===== src/rtl/uart_pkg.sv =====
// Shared UART definitions for the transmit and receive paths.
package uart_pkg;

  typedef enum logic [1:0] {
    IDLE  = 2'd0,
    START = 2'd1,
    DATA  = 2'd2,
    STOP  = 2'd3
  } tx_state_t;

  localparam int unsigned DEFAULT_CLK_DIV = 434;
  localparam int unsigned FRAME_BITS      = 10;

endpackage


===== src/rtl/baud_gen.sv =====
// Bit-period divider: counts 0..CLK_DIV-1 and flags the last cycle of each bit.
module baud_gen #(
  parameter int unsigned CLK_DIV = 434
) (
  input  logic clk_i,
  input  logic rst_i,
  input  logic clr_i,
  output logic tick_o
);

  localparam int unsigned CntW = (CLK_DIV > 1) ? $clog2(CLK_DIV) : 1;
  localparam logic [CntW-1:0] CntMax = CntW'(CLK_DIV - 1);

  logic [CntW-1:0] cnt_q;

  always_ff @(posedge clk_i or negedge rst_i) begin
    if (!rst_i) begin
      cnt_q <= '0;
    end else if (clr_i || (cnt_q == CntMax)) begin
      cnt_q <= '0;
    end else begin
      cnt_q <= cnt_q + 1'b1;
    end
  end

  assign tick_o = (cnt_q == CntMax);

endmodule


===== src/rtl/uart_tx.sv =====
// 8N1 UART transmitter: one byte per valid/ready handshake, LSB first, registered line.
module uart_tx
  import uart_pkg::*;
#(
  parameter int unsigned CLK_DIV = DEFAULT_CLK_DIV,
  parameter int unsigned DATA_W  = 8
) (
  input  logic              clk_i,
  input  logic              rst_i,
  input  logic [DATA_W-1:0] data_i,
  input  logic              valid_i,
  output logic              ready_o,
  output logic              tx_o,
  output logic              busy_o,
  output logic              done_o
);

  localparam int unsigned IdxW = (DATA_W > 1) ? $clog2(DATA_W) : 1;
  localparam logic [IdxW-1:0] LastIdx = IdxW'(DATA_W - 1);

  tx_state_t         state_q;
  logic [DATA_W-1:0] sh_q;
  logic [IdxW-1:0]   idx_q;
  logic              tx_q;
  logic              busy_q;
  logic              ready_q;
  logic              tick;
  logic              baud_clr;

  // Counter parked at zero while idle, so every frame starts on a fresh bit period.
  assign baud_clr = (state_q == IDLE);

  baud_gen #(
    .CLK_DIV(CLK_DIV)
  ) u_baud_gen (
    .clk_i (clk_i),
    .rst_i (rst_i),
    .clr_i (baud_clr),
    .tick_o(tick)
  );

  // Line, busy and ready are loaded with the value of the state being entered,
  // so they change on the same edge as the state register.
  always_ff @(posedge clk_i or negedge rst_i) begin
    if (!rst_i) begin
      state_q <= IDLE;
      sh_q    <= '0;
      idx_q   <= '0;
      tx_q    <= 1'b1;
      busy_q  <= 1'b0;
      ready_q <= 1'b1;
    end else begin
      unique case (state_q)
        IDLE: begin
          if (valid_i) begin
            sh_q    <= data_i;
            idx_q   <= '0;
            state_q <= START;
            tx_q    <= 1'b0;
            busy_q  <= 1'b1;
            ready_q <= 1'b0;
          end
        end
        START: begin
          if (tick) begin
            state_q <= DATA;
            idx_q   <= '0;
            tx_q    <= sh_q[0];
          end
        end
        DATA: begin
          if (tick) begin
            sh_q <= sh_q >> 1;
            if (idx_q == LastIdx) begin
              state_q <= STOP;
              idx_q   <= '0;
              tx_q    <= 1'b1;
            end else begin
              idx_q <= idx_q + 1'b1;
              tx_q  <= sh_q[1];
            end
          end
        end
        STOP: begin
          if (tick) begin
            state_q <= IDLE;
            busy_q  <= 1'b0;
            ready_q <= 1'b1;
          end
        end
        default: state_q <= IDLE;
      endcase
    end
  end

  assign tx_o    = tx_q;
  assign busy_o  = busy_q;
  assign ready_o = ready_q;
  // Decoded from flops only: high during the final cycle of the stop bit.
  assign done_o  = (state_q == STOP) && tick;

endmodule


===== config.mk =====
export PLATFORM = sky130hd
export DESIGN_NAME = uart_tx
export DESIGN_NICKNAME = d
export VERILOG_FILES = /design/src/rtl/uart_pkg.sv /design/src/rtl/baud_gen.sv /design/src/rtl/uart_tx.sv
export SDC_FILE = /design/constraint.sdc
export NUM_CORES = 1
export LEC_CHECK = 0
export CORE_ASPECT_RATIO = 0.75
export CORE_MARGIN = 2
export CORE_UTILIZATION = 45
export DETAILED_ROUTE_END_ITERATION = 12
export PLACE_DENSITY = 0.66
export REMOVE_ABC_BUFFERS = 1
export SETUP_SLACK_MARGIN = 0.3
export SLEW_MARGIN = 20
export SYNTH_ARGS = -nofsm -noshare
export SYNTH_HDL_FRONTEND = slang
export SYNTH_SLANG_ARGS = --single-unit

===== constraint.sdc =====
create_clock -name clk_i -period 4.3 [get_ports clk_i]
set_input_delay 0.86 -clock clk_i [delete_from_list [all_inputs] [get_ports clk_i]]
set_output_delay 0.86 -clock clk_i [all_outputs]
set_load 0.02 [all_outputs]

==> results.py <==
metrics = {
    "power": {
        "switching_power_mw": 0.330,
        "leakage_nw": 0.660,
        "p_sw_share_pct": 38.8,
        "intPower_mw": 0.519,
        "clkPwrFrac_pct": 16.3,
        "pwr-share-seq_pct": 42.9,
        "power.density_nw_per_um2": 549,
        "peakVddDrop_mv": 0.399,
        "pwr-share-comb_pct": 40.8,
    },
    "route": {
        "drc": 0,
        "routed_wl_um": 2660,
        "vias_per_cell": 5.25,
        "drtAntennaViolNets": 0,
        "drt-initial-drc-count": 116,
        "wl_per_cell_um": 13.9,
        "vias": 1002,
        "drt-pass1-iter-count": 4,
    },
    "synthesis": {
        "ys.flop_type": "dfrtp_1",
        "synth_area_leaders": "dfrtp_1 (43%), ha_1 (8.4%), nor2_1 (6.1%)",
        "synth_top_family_by_area": "simple AND/OR/NAND/NOR gates",
        "synthSimpleGateAreaFrac_pct": 20.1,
        "synth_top_area_cell": "dfrtp_1",
        "ys_seq_area_share_pct": 46.7,
        "synthTopCellsByCount": "dfrtp_1 (23), nor2_1 (22), a21oi_1 (13), ha_1 (9)",
        "syn_inst": 140,
        "synth_edf_count": 0,
        "syn_area_um2": 1350,
        "synth-seq-cells": 25,
        "synth_compound_area_share_pct": 14.0,
        "synth.avg_cell_area_um2": 9.62,
        "synth.most_common_cell": "dfrtp_1",
        "synth-xor-area-share_pct": 4.55,
        "muxShareOfSynthArea_pct": 1.95,
        "ys_warn_count": 0,
        "synth_top_area_share_pct": 42.8,
        "synth-adder-area-share_pct": 8.36,
        "synth_cell_types": 33,
        "synth_async_sr_flop_share_pct": 100,
    },
    "worst_hold_path": {
        "hold_path_class": "flop to flop",
    },
    "timing": {
        "fmax_mhz": 343,
        "finClkSkew_ns": 0.00229,
        "rsz0062_at_grt": "no",
        "maxSlewViolCount": 0,
        "finalSetupTns_ns": 0,
        "min_period_ns": 2.92,
        "slew_headroom_pct": 61.8,
        "finalHoldViolations": 0,
        "worstMarginPinSlew_ns": 0.571,
        "finalSetupViolations": 0,
        "setup_slack_ns": 1.38,
        "fin_crit_sh_pct": 67.8,
    },
    "placement": {
        "port_buffers": 14,
        "globalplace.congestion": 0.801,
        "dp_cells": 187,
        "place_area_um2": 1510,
        "dp_hpwl_um": 2030,
        "pre_cts_slack_ns": 1.69,
    },
    "critical_path": {
        "critPathTopFamily": "buffers and inverters",
        "crit_end": "done_o",
        "start_kind": "flop",
        "crit_arrival_ns": 2.06,
        "r2r_cells": 5,
        "critPathKind": "flop to output pin",
        "worst-path-max-fanout": 11,
        "crit_cells": 6,
        "crit_buf_inv": 2,
        "r2r-start": "state_q[0]$_DFFE_PN0P_",
        "worstPathCellList": "inv_1 > ha_1 > and4_1 > nand2_2 > nor2_1 > clkdlybuf4s50_1",
        "cp-end-kind": "output pin",
        "crit_path_max_incr_delay_ns": 0.61,
        "crit_start": "u_baud_gen.cnt_q[1]$_DFF_PN0_",
        "slowest_stage": "clkdlybuf4s50_1",
        "r2r_slack_ns": 2.27,
        "worstPathRequired_ns": 3.44,
        "timing.rr.end": "sh_q[1]$_DFFE_PN0P_",
    },
    "die": {
        "die_area_um2": 3450,
        "die_w_um": 67.2,
        "die_y_um": 51.4,
        "ioPinCount": 15,
        "core-area_um2": 2890,
        "row_count": 17,
        "start_util_pct": 46.5,
    },
    "clocking": {
        "worstSkewPairLatency_ns": 0.27,
        "post-cts-setup-buffers": 0,
        "ctsLongestPathBuffers": 2,
        "cts_resized": 0,
        "root_buffer": "clkbuf_8",
        "cts.sinks": 25,
        "cts_htree_levels": 1,
        "clkTransAtPathRegs_ns": 0.09,
        "cts_buffers": 3,
        "cts_tree": "done",
        "ctsHoldBuffers": 0,
    },
    "grt": {
        "gr-total-overflow": 0,
        "gr-usage-all-layers_pct": 17.0,
        "grt_pass1_wl_um": 4240,
        "antenna_found_initial": 0,
        "grt_max_degree": 26,
        "grt_pass1_vias": 867,
    },
    "run_status": {
        "status": "complete, no violations",
    },
    "final_layout": {
        "syn_to_final_growth_pct": 14.9,
        "fin_util_pct": 53.5,
        "instances_no_fill": 191,
        "nFillCells": 272,
        "antenna_cells": 0,
        "finalNetCount": 174,
        "drive_gt1_share_pct": 9.15,
        "fin_area_um2": 1550,
    },
    "run": {
        "cap_violations": 0,
    },
}
==> placed cells by master, fill, tap and decap left out, types with 4 or more instances in the layout <==
cell type	n
o22ai_1	8
o21ai_0	4
ha_1	9
xnor2_1	4
nand2_1	8
dfrtp_1	23
inv_1	8
a21oi_1	13
nor2_1	22
nand3_1	6
clkdlybuf4s50_1	13
==> routing by layer <==
layer	share of wire [%]	vias to the layer above	global-route usage, %
li1	-	513	-
met1	51	473	24.2
met2	45	12	25.6
met3	3.2	4	5.29
met4	0.75	0	3.06
met5	0	-	0
==> worst register-to-register path, delay by kind of cell, from the launching register on <==
family | cells | cell delay [ns]
compound gates | 2 | 0.37
fa+ha+maj | 1 | 0.43
buf+inv | 1 | 0.12
flops | 1 | 0.41
simple gates | 1 | 0.56
==> layout make-up <==
type	instances	area, um2	area share, %
inverter	8	30.0	1.94
timing repair buffer	14	135	8.74
multi-input combinational	102	659	42.6
tap	38	47.5	3.07
clock buffer	3	41.3	2.67
sequential	25	628	40.6
clock inverter	1	5.00	0.324
==> per-stage QoR <==
stage | hold slack, ns | power [mW]
finish | 0.517 | 0.849
global route | 0.546 | 0.918
CTS | 0.522 | 0.855
detailed placement | 0.508 | 0.714
global placement | 0.503 | 0.691
floorplan | 0.473 | 0.610
==> flip-flops by register name (all words and copies together), names as in the netlist <==
name and flops:
u_baud_gen.cnt_q 9, sh_q 8, idx_q 3, state_q 2, busy_o 1, ready_o 1
tx_o 1
==> worst min path at each step <==
stage	to	start	slack, ns	depth (start not counted)
floorplan	u_baud_gen.cnt_q[0]$_DFF_PN0_	u_baud_gen.cnt_q[0]$_DFF_PN0_	0.47	1
global placement	u_baud_gen.cnt_q[0]$_DFF_PN0_	u_baud_gen.cnt_q[0]$_DFF_PN0_	0.50	1
detailed placement	u_baud_gen.cnt_q[0]$_DFF_PN0_	u_baud_gen.cnt_q[0]$_DFF_PN0_	0.51	1
CTS	u_baud_gen.cnt_q[0]$_DFF_PN0_	u_baud_gen.cnt_q[0]$_DFF_PN0_	0.52	1
global route	u_baud_gen.cnt_q[0]$_DFF_PN0_	u_baud_gen.cnt_q[0]$_DFF_PN0_	0.55	1
finish	u_baud_gen.cnt_q[0]$_DFF_PN0_	u_baud_gen.cnt_q[0]$_DFF_PN0_	0.52	1
==> power by group through the flow <==
stage / sequential (mW) / combinational [mW] / clock (mW)
2_1_floorplan: 0.355 / 0.255 / 0
3_3_place_gp: 0.363 / 0.328 / 0
3_5_place_dp: 0.368 / 0.346 / 0
4_1_cts: 0.363 / 0.348 / 0.143
5_1_grt: 0.375 / 0.391 / 0.153
6_report: 0.364 / 0.346 / 0.138
==> kinds of logic after synthesis <==
logic type,count (synthesis)
simple gates,52
xor+xnor,7
compound gates,32
fa+ha+maj,9
flops,25
mux,2
buf+inv,13
(Power assumes the default switching activity.)
